### src/rtl/vga_draw_arbiter_pkg.sv
//==== vga_draw_arbiter_pkg : shared FSM encoding, VGA widths, watchdog default ====
//==== rev 1.0                                                                 ====
`default_nettype none

package vga_draw_arbiter_pkg;

  localparam int X_W            = 8;
  localparam int Y_W            = 7;
  localparam int COL_W          = 9;
  localparam int CNT_W          = 14;
  localparam int MAX_CYCLES_DEF = 16383;

  typedef enum logic [2:0] {
    ST_IDLE    = 3'd0,
    ST_START   = 3'd1,
    ST_DRAW    = 3'd2,
    ST_FLUSH   = 3'd3,
    ST_RELEASE = 3'd4
  } state_e;

endpackage

`default_nettype wire

### src/rtl/vga_draw_arbiter_rr_pick.sv
//==== vga_draw_arbiter_rr_pick : first set request at or after rr_ptr, wrapping ====
//==== rev 1.0                                                                   ====
`default_nettype none

module vga_draw_arbiter_rr_pick
  import vga_draw_arbiter_pkg::*;
#(
  parameter int N_REQ = 4,
  parameter int IDX_W = 2
) (
  input  logic [N_REQ-1:0] req_i,
  input  logic [IDX_W-1:0] rr_ptr_i,
  output logic             valid_o,
  output logic [IDX_W-1:0] idx_o
);

  int               cand;
  logic [IDX_W-1:0] cand_idx;

  // Walk offsets from farthest to nearest so the nearest hit is written last.
  always_comb begin
    valid_o  = 1'b0;
    idx_o    = '0;
    cand     = 0;
    cand_idx = '0;
    for (int k = N_REQ - 1; k >= 0; k--) begin
      cand     = (int'(rr_ptr_i) + k) % N_REQ;
      cand_idx = IDX_W'(cand);
      if (req_i[cand_idx]) begin
        valid_o = 1'b1;
        idx_o   = cand_idx;
      end
    end
  end

endmodule

`default_nettype wire

### src/rtl/vga_draw_arbiter.sv
//==== vga_draw_arbiter : sequences ROM drawers one at a time onto the VGA write port ====
//==== rev 1.0                                                                        ====
`default_nettype none

module vga_draw_arbiter
  import vga_draw_arbiter_pkg::*;
#(
  parameter int N_REQ      = 4,
  parameter int IDX_W      = 2,
  parameter int MAX_CYCLES = MAX_CYCLES_DEF
) (
  input  logic                   clk,
  input  logic                   resetn,
  input  logic [N_REQ-1:0]       req_i,
  input  logic [X_W*N_REQ-1:0]   draw_x_i,
  input  logic [Y_W*N_REQ-1:0]   draw_y_i,
  input  logic [COL_W*N_REQ-1:0] draw_colour_i,
  input  logic [N_REQ-1:0]       draw_done_i,
  output logic [N_REQ-1:0]       draw_resetn_o,
  output logic [N_REQ-1:0]       served_o,
  output logic [X_W-1:0]         vga_x_o,
  output logic [Y_W-1:0]         vga_y_o,
  output logic [COL_W-1:0]       vga_colour_o,
  output logic                   vga_plot_o,
  output logic                   busy_o,
  output logic                   timeout_err_o
);

  state_e           state_q, state_d;
  logic [IDX_W-1:0] gidx_q, gidx_d;
  logic [IDX_W-1:0] rr_ptr_q, rr_ptr_d;
  logic [CNT_W-1:0] cnt_q, cnt_d;
  logic             timeout_q, timeout_d;
  logic             to_exit_q, to_exit_d;

  logic             pick_valid;
  logic [IDX_W-1:0] pick_idx;
  logic [N_REQ-1:0] grant_oh;

  vga_draw_arbiter_rr_pick #(
    .N_REQ (N_REQ),
    .IDX_W (IDX_W)
  ) u_rr_pick (
    .req_i    (req_i),
    .rr_ptr_i (rr_ptr_q),
    .valid_o  (pick_valid),
    .idx_o    (pick_idx)
  );

  always_ff @(posedge clk) begin
    if (!resetn) begin
      state_q   <= ST_IDLE;
      gidx_q    <= '0;
      rr_ptr_q  <= '0;
      cnt_q     <= '0;
      timeout_q <= 1'b0;
      to_exit_q <= 1'b0;
    end else begin
      state_q   <= state_d;
      gidx_q    <= gidx_d;
      rr_ptr_q  <= rr_ptr_d;
      cnt_q     <= cnt_d;
      timeout_q <= timeout_d;
      to_exit_q <= to_exit_d;
    end
  end

  always_comb begin
    state_d   = state_q;
    gidx_d    = gidx_q;
    rr_ptr_d  = rr_ptr_q;
    cnt_d     = cnt_q;
    timeout_d = timeout_q;
    to_exit_d = to_exit_q;
    unique case (state_q)
      ST_IDLE: begin
        cnt_d = '0;
        if (pick_valid) begin
          gidx_d    = pick_idx;
          to_exit_d = 1'b0;
          state_d   = ST_START;
        end
      end
      ST_START: state_d = ST_DRAW;
      ST_DRAW: begin
        if (cnt_q != CNT_W'(MAX_CYCLES)) cnt_d = cnt_q + 1'b1;
        // A done on the watchdog's last cycle still counts as a normal finish.
        if (draw_done_i[gidx_q]) begin
          state_d = ST_FLUSH;
        end else if (cnt_q == CNT_W'(MAX_CYCLES - 1)) begin
          timeout_d = 1'b1;
          to_exit_d = 1'b1;
          state_d   = ST_RELEASE;
        end
      end
      ST_FLUSH: state_d = ST_RELEASE;
      ST_RELEASE: begin
        cnt_d    = '0;
        rr_ptr_d = (gidx_q == IDX_W'(N_REQ - 1)) ? '0 : gidx_q + 1'b1;
        state_d  = ST_IDLE;
      end
      default: state_d = ST_IDLE;
    endcase
  end

  always_comb begin
    grant_oh         = '0;
    grant_oh[gidx_q] = 1'b1;
  end

  // Parking is gated by resetn directly so drawers stop in the same cycle.
  assign draw_resetn_o = (resetn && (state_q == ST_START || state_q == ST_DRAW)) ? grant_oh : '0;
  assign served_o      = (state_q == ST_RELEASE && !to_exit_q) ? grant_oh : '0;
  assign vga_plot_o    = (state_q == ST_DRAW) || (state_q == ST_FLUSH);
  assign busy_o        = (state_q != ST_IDLE);
  assign timeout_err_o = timeout_q;

  assign vga_x_o      = vga_plot_o ? draw_x_i[int'(gidx_q)*X_W +: X_W] : '0;
  assign vga_y_o      = vga_plot_o ? draw_y_i[int'(gidx_q)*Y_W +: Y_W] : '0;
  assign vga_colour_o = vga_plot_o ? draw_colour_i[int'(gidx_q)*COL_W +: COL_W] : '0;

endmodule

`default_nettype wire

### config.mk
export PLATFORM = sky130hd
export DESIGN_NAME = vga_draw_arbiter
export DESIGN_NICKNAME = d
export VERILOG_FILES = /design/src/rtl/vga_draw_arbiter_pkg.sv /design/src/rtl/vga_draw_arbiter_rr_pick.sv /design/src/rtl/vga_draw_arbiter.sv
export SDC_FILE = /design/constraint.sdc
export NUM_CORES = 1
export LEC_CHECK = 0
export CAP_MARGIN = 0
export CELL_PAD_IN_SITES_DETAIL_PLACEMENT = 1
export CELL_PAD_IN_SITES_GLOBAL_PLACEMENT = 1
export CORE_MARGIN = 10
export CORE_UTILIZATION = 26
export CTS_BUF_LIST = sky130_fd_sc_hd__clkbuf_4 sky130_fd_sc_hd__clkbuf_8
export CTS_CLUSTER_DIAMETER = 150
export DETAILED_ROUTE_END_ITERATION = 16
export PLACE_DENSITY_LB_ADDON = 0.1
export SYNTH_ARGS = -nofsm -noshare
export SYNTH_HDL_FRONTEND = slang
export SYNTH_HIERARCHICAL = 1
export SYNTH_SLANG_ARGS = --single-unit
### constraint.sdc
create_clock -name clk -period 2.2 [get_ports clk]
set_input_delay 0.44 -clock clk [delete_from_list [all_inputs] [get_ports clk]]
set_output_delay 0.44 -clock clk [all_outputs]
set_load 0.01 [all_outputs]
# Word-level counts from Yosys, hierarchy flattened
# Index checks and enable logic that the tools add are counted.
dict set report word_totals {
  regBits 23
  in_bits 106
  output_inout_bits 35
}
dict set report op_classes {
  n_addsub 5
  multipliers 2
  order_cmp 6
  eq_ne 12
  shifts 3
  n_mux 36
  n_bitwise 1
  n_reduce_logical 16
}
# cell count
set ops {}
lappend ops {{$shiftx 36x7->9} 1}
lappend ops {{$shiftx 32x6->8} 1}
lappend ops {{$pmux 14 s2} 1}
lappend ops {{$shiftx 28x6->7} 1}
lappend ops {{$lt 2x3->1 const B} 5}
lappend ops {{$add 14x1->14 const B} 1}
lappend ops {{$eq 14x14->1 const B} 1}
lappend ops {{$mux 14} 1}
lappend ops {{$ne 14x14->1 const B} 1}
lappend ops {{$mux 1} 13}
lappend ops {{$pmux 3 s4} 1}
lappend ops {{$bmux 1 s2} 5}
lappend ops {{$mux 2} 5}
lappend ops {{$mux 3} 3}
lappend ops {{$mux 9} 1}
lappend ops {{$mux 4} 2}
lappend ops {{$mux 8} 1}
lappend ops {{$ne 2x2->1 const B} 4}
lappend ops {{$mux 7} 1}
lappend ops {{$eq 3x2->1 const B} 2}
lappend ops {{$mul 2x4->6 const B} 1}
lappend ops {{$reduce_and 2->1} 3}
lappend ops {{$mul 2x3->5 const B} 1}
lappend ops {{$add 2x1->2 const B} 2}
lappend ops {{other kinds (18)} 23}

# Longest topological paths before layout
# Gate-level depths: netlist of the first run.
dict set report logic_depth {
  depth_word 9
  mapped_depth 6
  depth_no_buf 6
}

# Modules after synthesis
# Netlist of the first run, hierarchy kept.
# mod n_inst cells_per_inst area_each_um2
set by_module_without_submodules {}
lappend by_module_without_submodules {vga_draw_arbiter 1 221 2100.8}
lappend by_module_without_submodules {vga_draw_arbiter_rr_pick 1 13 77.6}

# Worst setup path after synthesis of the first run
# OpenSTA, ideal clock, no wires.
dict set report synth_path {
  path_type {register to output}
  start {register gidx_q[0]}
  end {output vga_colour_o[0]}
  t_arrival_ns 1.613
  t_required_ns 1.760
  slack_ns 0.147
  path_stages_with_launch 5
  n_path_buf 2
  cell_sequence {dfxtp_1 buf_2 buf_2 mux4_2 nor2b_1}
}
dict set report synth_between {
  elab_chain_cells 3
}
# element line_no
set synth_rtl {}
lappend synth_rtl {{start: declaration} vga_draw_arbiter.sv:30} ;# logic [IDX_W-1:0] gidx_q, gidx_d;
lappend synth_rtl {{start signal: assignment} vga_draw_arbiter.sv:60} ;# gidx_q <= gidx_d;
lappend synth_rtl {{$mul 2x4->6} vga_draw_arbiter.sv:120} ;# assign vga_colour_o = vga_plot_o ? draw_colour_i[int'(gidx_q)*COL_W +: COL_W] : '0;
lappend synth_rtl {{$shiftx 36x7->9} vga_draw_arbiter.sv:120}
lappend synth_rtl {{$mux 9} vga_draw_arbiter.sv:120}
lappend synth_rtl {{end: declaration} vga_draw_arbiter.sv:23} ;# output logic [COL_W-1:0] vga_colour_o,
# Every way passes these cells.

# Worst setup path in the final report of the first run
dict set report layout_path {
  start {register gidx_q[0]}
  end {output vga_y_o[4]}
}
dict set report layout_between {
  elab_chain_cells 3
}
# element line_no
set layout_rtl {}
lappend layout_rtl {{$mul 2x3->5} vga_draw_arbiter.sv:119} ;# assign vga_y_o = vga_plot_o ? draw_y_i[int'(gidx_q)*Y_W +: Y_W] : '0;
lappend layout_rtl {{$shiftx 28x6->7} vga_draw_arbiter.sv:119}
lappend layout_rtl {{$mux 7} vga_draw_arbiter.sv:119}
lappend layout_rtl {{end: declaration} vga_draw_arbiter.sv:22} ;# output logic [Y_W-1:0] vga_y_o,
# Every way passes these cells.

==> results.md, run 1 <==
- RSZ-0062 raised after global routing: true
- Yosys reg bits: 23
- Buffers on Ports: 140
- GR Util All Layers: about 17%
- Largest family of logic cells by synthesized area: simple AND/OR/NAND/NOR gates
- Endpoints failing setup: 3
- Adder-Cell Fraction of Synth Area: approximately 3.4%
- Gpl congestion: 0.877
- WL per Instance: 21.9 um
- Placed Cells: 479
- CP Cell Sequence: buf_12, buf_16, buf_4, mux4_2, nor2b_4, buf_2
- Net Count, Synth: about 350
- Synth top area share: 25.8%
- Peak supply drop: 0.320 mV
- Vias in the first global route: ~2600
- Vias post-DR: 2555
- Initial DRT Pass Iterations: 4
- Critical path class: flop to output pin
- Number of remaining DRC errors: 0
- Layout Skew: 0.00271 ns
- Num CTS Buffers: 3
- # hold bufs at CTS: 0
- Final TNS setup: -0.0325 ns
- Fraction of the mapped netlist area in compound gates: 14.0%
- Slowest stage delay, CP: 0.48 ns
- Via density: 5.17
- Final Cycle Share: 101%
- Setup crit end kind: output pin
- Area Growth Syn to Fin: 79.5%
- Top-count cell post-synth: nor2b_1
- IO Pins: 141
- Worst-Skew Late Latency: 0.27 ns
- First-pass GRT wire length: between 15 and 20 mm
- Ys flop type: dfxtp_1
- Die width: 112 um
- Total die area: 12400 sq um
- Largest net degree at the start of global routing: 30
- Row cnt: 33
- Seq/Total Area, Yosys: 21.1%
- Final setup margin: -0.0162 ns
- Die height: 112 um
- Initial DRC count: about 110
- Synth top area cells: mux4_2, dfxtp_1, nor2b_1, ha_1, nand3_1
- Startpoint Class: flop
- Mapped Cells: 234
- Core area: 8180 sq um
- Leakage: between 1 and 1.5 nW
- Count of final hold-check violations: 0
- Share of flip-flops with an asynchronous set or reset: 0%
- Root buffer cell: clkbuf_8
- CTS tree: yes
- Peak fanout along the critical path: 8
- Total wire length: between 10 and 15 mm
- Initial antenna violation count: 0
- Status: finished, violations left
- Netlist cell types: 45
- # clock sinks: 23
- Final cell count without fillers: 494
- Core Util, Final: between 40% and 50%
- DP HPWL: 8.99 mm
- Clock Pin Slew Worst Setup and Hold Paths: 0.08 ns
- Worst Hold Slack: 0.509 ns
- Arrival time at the worst endpoint: 1.78 ns
- Xor/xnor cell area share of the yosys netlist: less than 1%
- FMAX: 451 MHz
- Post-synth EDFFs: 0
- Failing checks: setup timing
- Fin nets: roughly 500
- Tot Pwr: 1.42 mW
- Starting Density: between 20% and 30%
- Fin crit period: 2.22 ns
- Fill count: about 940
- Post-synth top cells: nor2b_1, mux4_2, dfxtp_1, nand2_1, nand3_1
- PwrDens: between 300 and 400 nW/um^2
- Clk buf depth: 2
- Mean Syn Cell Area: 9.31 sq um
- Class of the tightest hold or removal check: flop to flop
- Yosys warning count: 6
- Synthesized area: 2180 sq um
- Synth area leader: mux4_2
- Post-route ant nets: 0
- Worst-Margin Slew: 0.636 ns
- Critical Path RT: 1.76 ns
- Number of H-tree levels: 1
- Share of cells above drive strength 1: between 20 and 25%
- Gr ovfl total: 0
- Slew headroom: between 50% and 60%
- # diodes: 0
- Mux cell area share after synthesis: 26.8%
- Simple-gate share of the synthesized area: between 20 and 30%
- Crit-path slowest cell: mux4_2
- Max-cap viol count: 0
- Final Max Slew Viols: 0
-- final timing paths --
path / from / end / slack (ns) / cells past startpoint
setup / recovery: gidx_q[0] / vga_y_o[4] / -0.02 / 6
hold / removal: timeout_err_o / timeout_err_o / 0.51 / 2
setup reg to reg: gidx_q[0] / state_q[1] / 0.25 / 7
hold reg to reg: timeout_err_o / timeout_err_o / 0.51 / 2
-- registers in the layout (all words and copies together) (netlist names) --
signal	cells
cnt_q	14
state_q	3
gidx_q	2
rr_ptr_q	2
timeout_err_o	1
to_exit_q	1
-- worst max-delay path: cells and delay by family, from the launching register on --
kind          cells  cell delay, ns
simple gates      1            0.13
flops             1            0.40
buf+inv           4            0.48
mux               1            0.48
-- final cells by class --
cell class	instances	area, sq um	area share (%)
Clock buffer	4	48.8	1.25
Inverter	8	30.0	0.768
Multi-Input combinational cell	187	1630	41.8
Sequential cell	23	465	11.9
Tap cell	105	131	3.36
Timing Repair Buffer	167	1600	41.0
-- metal layers --
metal	vias to the layer above	GRT usage (%)	wire length (um)
met5	-	0	0
met4	0	3.26	117
met3	7	4.24	671
met2	93	28.6	5310
met1	1248	20.5	4710
li1	1207	-	-
-- per-stage QoR --
stage	cell area, sq um	worst slack [ns]
after floorplan	2180	0.147
after global placement	3770	-0.241
after detailed placement	3770	-0.237
after CTS	3830	-0.0906
after global routing	3910	-0.0769
final	3910	-0.0162
-- logic make-up after synthesis --
family	count (synthesis)
buf+inv	24
compound gates	43
flops	23
simple gates	110
xor+xnor	1
mux	27
fa+ha+maj	6
-- timing repair --
item                                    4_1_cts  5_1_grt
endpoints found under the setup margin       33       22
buffers inserted                              8        2
resized for setup                           103       23
cloned                                        1        0
-- placed cells by master (no fill, tap or decap), types with 2 or more instances in the layout --
| cell type | netlist | final |
|---|---|---|
| a21boi_0 | 4 | 4 |
| a21oi_1 | 10 | 10 |
| a31oi_1 | 2 | 2 |
| and2_1 | 8 | 8 |
| and3_1 | 5 | 5 |
| and4_1 | 2 | 2 |
| buf_12 | 0 | 4 |
| buf_2 | 6 | 19 |
| buf_4 | 0 | 15 |
| buf_6 | 2 | 6 |
| buf_8 | 0 | 2 |
| clkbuf_2 | 0 | 2 |
| clkbuf_8 | 0 | 3 |
| clkdlybuf4s15_1 | 0 | 6 |
| clkdlybuf4s50_1 | 0 | 107 |
| dfxtp_1 | 23 | 21 |
| dlygate4sd2_1 | 0 | 4 |
| ha_1 | 6 | 6 |
| inv_1 | 8 | 8 |
| mux2i_1 | 2 | 2 |
| mux4_2 | 25 | 25 |
| nand2_1 | 16 | 15 |
| nand2b_1 | 5 | 5 |
| nand3_1 | 15 | 15 |
| nand4_1 | 3 | 3 |
| nor2_1 | 10 | 8 |
| nor2b_1 | 28 | 26 |
| nor2b_4 | 0 | 2 |
| nor3_1 | 3 | 3 |
| nor4_1 | 2 | 2 |
| o211ai_1 | 3 | 3 |
| o21ai_0 | 5 | 5 |
| o311ai_0 | 3 | 3 |
| o31ai_1 | 4 | 4 |
| o41ai_1 | 4 | 4 |
| or3_1 | 2 | 2 |
| or4_1 | 5 | 5 |
-- power breakdown --
part / internal, mW / total [mW] / switching (mW) / leakage (nW)
combinational: 0.438 / 0.688 / 0.250 / 1.23
clock: 0.142 / 0.285 / 0.143 / 0.0262
sequential: 0.427 / 0.445 / 0.0183 / 0.187
total: 1.01 / 1.42 / 0.411 / 1.44
Power figures use the tool's default switching activity.
==> run 2: changes to the inputs <==
Settings changed: PLACE_DENSITY set to 0.79, PLACE_DENSITY_LB_ADDON 0.1 to not set.
==> run 2 against run 1 <==
Net effect: the run still ends with setup timing left; sequential power is 0.9% lower; cell area is 0.22% higher; clock-buffer cell count stayed put; setup slack better by 0.0047 ns; utilization is 0.11 points higher; clock power hardly changed; combinational power is 4.7% higher; register-to-register slack worse by 0.04 ns; fmax is 0.21% higher; global-route usage is 1.1 points higher; worst hold slack better by 0.011 ns; sequential share of layout area hardly changed; largest cell class unchanged.
==> results.md, run 2 (same netlist as run 1, synthesis figures left out) <==
- Commonest non-fill, non-tap cell in the layout: clkdlybuf4s50_1
- Gr ovfl total: 0 (unchanged)
- Critical Path RT: 1.76 ns (about the same)
- Largest Register: cnt_q
- # hold bufs at CTS: 0 (unchanged)
- Share of cells above drive strength 1: 22.8% (-0.34 points)
- Buffers on Ports: 140 (unchanged)
- Vias in the first global route: 2817 (+8.6%)
- Reg2reg start: gidx_q[0]
- Post-route ant nets: 0 (unchanged)
- Count of final hold-check violations: 0 (unchanged)
- Die height: 112 um (unchanged)
- Total wire length: 11.5 mm (+6.4%)
- Clk buf depth: 2 (unchanged)
- R2r setup slk: 0.21 ns (-0.04 ns)
- Post-route cell area: 3920 sq um (+0.22%)
- Initial DRT Pass Iterations: 4 (unchanged)
- Failing checks: setup timing
- Final Max Slew Viols: 0 (unchanged)
- PwrDens: 368 nW/um^2 (+1.5%)
- Max-cap viol count: 0 (unchanged)
- # diodes: 0 (unchanged)
- Hold path depth: 1 (-1)
- Setup crit end kind: output pin
- Final Cycle Share: 101% (-0.22 points)
- Hold EP: cnt_q[6]
- Layout Skew: 0.00203 ns (-0.000682 ns)
- Placed Area: 3770 sq um (-0.20%)
- Endpoints failing setup: 1 (-2)
- Initial DRC count: 161 (+45%)
- Class of the tightest hold or removal check: flop to flop
- DP HPWL: 9.17 mm (+1.9%)
- Starting Density: 26.6% (unchanged)
- Largest registers: cnt_q x14, state_q x3
- IO Pins: 141 (unchanged)
- # clock sinks: 23 (unchanged)
- Peak supply drop: 0.209 mV (-35%)
- GR Util All Layers: 17.8% (+1.1 points)
- Row cnt: 33 (unchanged)
- Fin nets: 499 (-0.60%)
- Leakage: 1.43 nW (-0.32%)
- WL per Instance: 23.4 um (+7.1%)
- Max reg flops: 14 (unchanged)
- Area Growth Syn to Fin: 79.9%
- Final setup margin: -0.0115 ns (+0.00474 ns)
- Vias post-DR: 2570 (+0.59%)
- Core Util, Final: 47.9% (+0.11 points)
- Die width: 112 um (unchanged)
- FMAX: 452 MHz (+0.21%)
- Number of H-tree levels: 1 (unchanged)
- Via density: 5.23 (+1.2%)
- Status: finished, violations left
- Commonest cells after routing, fill and taps aside: clkdlybuf4s50_1, mux4_2, nor2b_1
- Gpl congestion: 0.856 (-2.3%)
- CTS tree: yes
- Clock Pin Slew Worst Setup and Hold Paths: 0.08 ns (about the same)
- Reg2Reg Capture Point: state_q[1]
- Total die area: 12400 sq um (unchanged)
- Largest net degree at the start of global routing: 26 (-13%)
- Fin crit period: 2.21 ns (-0.00474 ns)
- Startpoint Class: flop
- Root buffer cell: clkbuf_8
- Slew headroom: 60.8% (+3.6 points)
- Reg2Reg Depth: 8 (+1)
- Initial antenna violation count: 0 (unchanged)
- RSZ-0062 raised after global routing: true
- Worst-Skew Late Latency: 0.26 ns (about the same)
- Worst-Margin Slew: 0.582 ns (-0.0538 ns)
- Arrival time at the worst endpoint: 1.77 ns (about the same)
- Num CTS Buffers: 3 (unchanged)
- First-pass GRT wire length: 17.8 mm (+6.7%)
- Critical path class: flop to output pin
- Number of remaining DRC errors: 0 (unchanged)
- Peak fanout along the critical path: 4 (-4)
- Hold path startpoint: cnt_q[6]
- Core area: 8180 sq um (unchanged)
==> run 2: changes by cell type in the layout (fill, tap and decap cells not counted), moves of 2 or more <==
cell	delta
nor2b_4	+3
buf_2	-2
dlygate4sd2_1	+3
nor2b_1	-3
clkbuf_2	-2
==> run 2: worst max-delay path: stages, from the launching register on <==
cell,delay [ns]
dfxtp_4,0.39
buf_12,0.11
buf_12,0.11
buf_8,0.10
mux4_2,0.49
nor2b_1,0.15
buf_2,0.15
==> run 2: metal layers <==
metal  global-route usage [%]  wire, um  up-vias
li1                         -         -     1204
met1                     20.8      4710     1274
met2                     32.6      6080       80
met3                     3.33       535       12
met4                     4.03       180        0
met5                        0         0        -
==> run 2: how the worst max path moves through the flow <==
stage | from | end
floorplan | gidx_q[0] | vga_colour_o[0]
global route | gidx_q[0] | vga_colour_o[8]
CTS | gidx_q[0] | vga_colour_o[8]
finish | gidx_q[0] | vga_colour_o[8]
global placement | resetn | draw_resetn_o[2]
detailed placement | draw_x_i[30] | vga_x_o[6]
==> run 2: power breakdown <==
part           internal (mW)  switching [mW]
clock network          0.142           0.141
registers              0.427          0.0136
logic                  0.446           0.275
==> run 2: area by class of cell <==
cell class | count | area, sq um
fill | 932 | 4260
multi-input combinational | 187 | 1650
timing repair buffer | 164 | 1590
sequential | 23 | 465
tap | 105 | 131
clock buffer | 4 | 48.8
inverter | 8 | 30.0
==> run 2: through the flow <==
stage	hold slack, ns	power (mW)	cells	TNS (ns)	setup slack (ns)
2_1_floorplan	0.466	0.730	234	0	0.147
3_3_place_gp	0.490	1.10	478	-5.20	-0.233
3_5_place_dp	0.507	1.12	478	-5.89	-0.265
4_1_cts	0.524	1.43	491	-0.438	-0.102
5_1_grt	0.559	1.52	491	-0.447	-0.0802
6_report	0.520	1.44	491	-0.0115	-0.0115
==> run 2: timing repair <==
| action | CTS | global route |
|---|---|---|
| resized for setup | 96 | 26 |
| endpoints found under the setup margin | 32 | 26 |
| gates cloned | 2 | 0 |
| setup buffers | 7 | 2 |
==> run 3: changes to the inputs <==
Settings changed: ABC_AREA set to 1, CORE_UTILIZATION 26 to 25, MAX_ROUTING_LAYER set to met4, PLACE_DENSITY 0.79 to 0.81, SYNTH_HIERARCHICAL 1 to not set.
==> run 3 against run 2 <==
Net effect: the flow now finishes without violations; total power increased by 150%; non-clock buffer count shrank 9; die area up 14%; clock power is 3% higher; sequential cell count is the same; first-iteration DRC count grew 5.6%; via count up 37%; combinational power grew to 3.7 times the previous value; final cell count is 47% higher; critical endpoint is now vga_x_o[6].
==> results.md, run 3 <==
- Seq/Total Area, Yosys: 18.8% (-2.3 points)
- FMAX: 484 MHz (+7.1%)
- Largest Register: cnt_q
- Endpoints failing setup: 0 (-1)
- Setup crit end kind: output pin
- Reg2reg start: cnt_q[1]
- Worst Hold Slack: 0.494 ns (-0.0260 ns)
- Clk buf depth: 2 (unchanged)
- Initial DRC count: 170 (+5.6%)
- Post-route cell area: 4140 sq um (+5.7%)
- Largest registers: cnt_q x14, state_q x3
- Fin crit period: 2.07 ns (-0.146 ns)
- Gpl congestion: 0.842 (-1.7%)
- CP Cell Sequence: bufbuf_16, nor2_1, nor2_1, o21ai_0, a21oi_1, dlygate4sd2_1
- Share of flip-flops with an asynchronous set or reset: 0% (unchanged)
- Slew headroom: 70.3% (+9.4 points)
- Number of H-tree levels: 1 (unchanged)
- Total die area: 14100 sq um (+14%)
- R2r setup slk: 0.37 ns (+0.16 ns)
- # clock sinks: 23 (unchanged)
- Leakage: 1.76 nW (+23%)
- Synth top area share: 19.5% (-6.3 points)
- Startpoint Class: flop
- Post-synth top cells: nor2_1, nand2_1, o21ai_0, a21oi_1, inv_1
- Crit-path slowest cell: dfxtp_4
- Max-cap viol count: 0 (unchanged)
- Fin nets: 702 (+41%)
- Critical Path Stages: 6 (unchanged)
- Tot Pwr: 3.55 mW (+150%)
- Num CTS Buffers: 3 (unchanged)
- Largest net degree at the start of global routing: 40 (+54%)
- IO Pins: 141 (unchanged)
- Total wire length: 12.7 mm (+10%)
- Core Util, Final: 43.0% (-5.0 points)
- Status: complete, no violations
- Critical path's most frequent cell: nor2_1
- Root buffer cell: clkbuf_8
- Worst-Margin Slew: 0.445 ns (-0.137 ns)
- Arrival time at the worst endpoint: 1.63 ns (-0.14 ns)
- Critical path class: flop to output pin
- Final setup margin: 0.134 ns (+0.146 ns)
- Final Cycle Share: 93.9% (-6.6 points)
- Max reg flops: 14 (unchanged)
- Net Count, Synth: 563 (+63%)
- Worst Setup SP: gidx_q[0]
- Ys flop type: dfxtp_1
- Synth top area cells: nor2_1, dfxtp_1, nand2_1, o21ai_0, a21oi_1
- GR Util All Layers: 17.8% (about the same)
- Mapped Cells: 451 (+93%)
- Commonest non-fill, non-tap cell in the layout: nor2_1
- Initial antenna violation count: 0 (unchanged)
- Clock Pin Slew Worst Setup and Hold Paths: 0.09 ns (about the same)
- CP bufs+invs: 2 (-2)
- Vias post-DR: 3509 (+37%)
- Die width: 119 um (+6.6%)
- # diodes: 0 (unchanged)
- Reg2Reg Capture Point: cnt_q[2]
- Setup Slack @ Placement: -0.149 ns (+0.116 ns)
- Share of cells above drive strength 1: 8.15% (-15 points)
- Via density: 4.86 (-7.1%)
- Post-route ant nets: 0 (unchanged)
- Gr ovfl total: 0 (unchanged)
- Yosys warning count: 0 (-6)
- CP top delay family: buffers and inverters
- Placed Cells: 717 (+50%)
- Top-count cell post-synth: nor2_1
- Row cnt: 36 (+9.1%)
- Area Growth Syn to Fin: 69.4%
- WL per Instance: 17.6 um (-25%)
- Critical Path RT: 1.76 ns (about the same)
- Initial DRT Pass Iterations: 4 (unchanged)
- Number of remaining DRC errors: 0 (unchanged)
- DP HPWL: 10.3 mm (+13%)
- Layout Skew: 0.00429 ns (+0.00227 ns)
- Mean Syn Cell Area: 5.42 sq um (-42%)
- Final TNS setup: 0 ns (+0.0115 ns)
- Count of final hold-check violations: 0 (unchanged)
- Class of the tightest hold or removal check: flop to flop
- Yosys reg bits: 23 (unchanged)
- Starting Density: 25.4% (-1.3 points)
- Peak supply drop: 0.528 mV (+150%)
- Core area: 9640 sq um (+18%)
- Post-synth EDFFs: 0 (unchanged)
- Worst Setup EP: vga_x_o[6]
- Synth area leader: nor2_1
- Final Max Slew Viols: 0 (unchanged)
- Slowest stage delay, CP: 0.39 ns (-0.10 ns)
- RSZ-0062 raised after global routing: false
- Vias in the first global route: 3618 (+28%)
- Buffers on Ports: 140 (unchanged)
- Worst-Skew Late Latency: 0.27 ns (about the same)
- Peak fanout along the critical path: 20 (+16)
- CTS tree: yes
- Netlist cell types: 32 (-29%)
- Commonest cells after routing, fill and taps aside: nor2_1, clkdlybuf4s50_1, nand2_1
- Synthesized area: 2440 sq um (+12%)
- Reg2Reg Depth: 10 (+2)
- PwrDens: 856 nW/um^2 (+130%)
- Final cell count without fillers: 722 (+47%)
- Die height: 119 um (+6.6%)
- Fill count: 1310 (+41%)
- Placed Area: 4070 sq um (+8.0%)
- First-pass GRT wire length: 20.2 mm (+14%)
-- run 3: cell types whose count changed after synthesis, moves of 6 or more --
cell     delta
and2_1      -6
nor2b_1    -28
nand4_1     +8
nor2_1    +117
mux4_2     -25
nand2_1    +67
inv_1      +24
a21oi_1    +34
o21ai_0    +47
-- run 3: power by group --
group | internal (mW) | leakage, nW | total [mW] | switching (mW)
Clock | 0.142 | 0.0262 | 0.290 | 0.147
Sequential | 0.483 | 0.188 | 0.565 | 0.0822
Combinational | 1.12 | 1.55 | 2.69 | 1.57
-- run 3: kinds of logic (layout without fill, tap and decap cells) --
family | after synthesis | in the layout | synth area share (%)
AOI/OAI and AO/OA | 103 | 103 | 21.9
xor gates and xnor gates | 2 | 2 | 0.717
adders and majority gates | 6 | 6 | 3.07
buffers and inverters | 57 | 195 | 9.77
DFF | 23 | 23 | 18.8
and+or+nand+nor | 260 | 260 | 45.8
-- run 3: what timing repair did --
action | in CTS | in global routing
gates resized for setup | 45 | 16
endpoints found under the setup margin | 33 | 24
hold buffers | 0 | 0
pin swaps | 1 | 0
setup buffers | 0 | 0
cloned | 1 | 0
-- run 3: worst register-to-register path, delay by kind of cell, from the launching register on --
kind                     cells  cell delay (ns)
AND/OR/NAND/NOR              6             0.64
flip-flops                   1             0.41
adder cells (fa/ha/maj)      1             0.34
buffers and inverters        2             0.20
AO/OA/AOI/OAI                1             0.15
-- run 3: cell type report --
cell class	instances	area (sq um)	area share, %
clock buffer	4	48.8	1.18
tap	133	166	4.02
multi-input combinational	371	1760	42.6
inverter	36	141	3.41
timing repair buffer	155	1550	37.5
sequential	23	468	11.3
-- run 3: per-layer routing --
metal | wire (um) | vias to the layer above | part of all wire [%] | global-route usage, %
met5 | 0 | - | 0 | -
met1 | 5560 | 1634 | 44 | 21.1
li1 | - | 1741 | - | -
met4 | 267 | 0 | 2.1 | 3.74
met3 | 764 | 21 | 6.0 | 3.59
met2 | 6110 | 113 | 48 | 30.5
-- run 3: worst min path at each step --
| stage | start | endpoint | slack, ns | depth (start not counted) |
|---|---|---|---|---|
| floorplan | to_exit_q | to_exit_q | 0.43 | 2 |
| global placement | to_exit_q | to_exit_q | 0.44 | 2 |
| detailed placement | to_exit_q | to_exit_q | 0.47 | 2 |
| CTS | to_exit_q | to_exit_q | 0.50 | 2 |
| global route | to_exit_q | to_exit_q | 0.52 | 2 |
| finish | to_exit_q | to_exit_q | 0.49 | 2 |
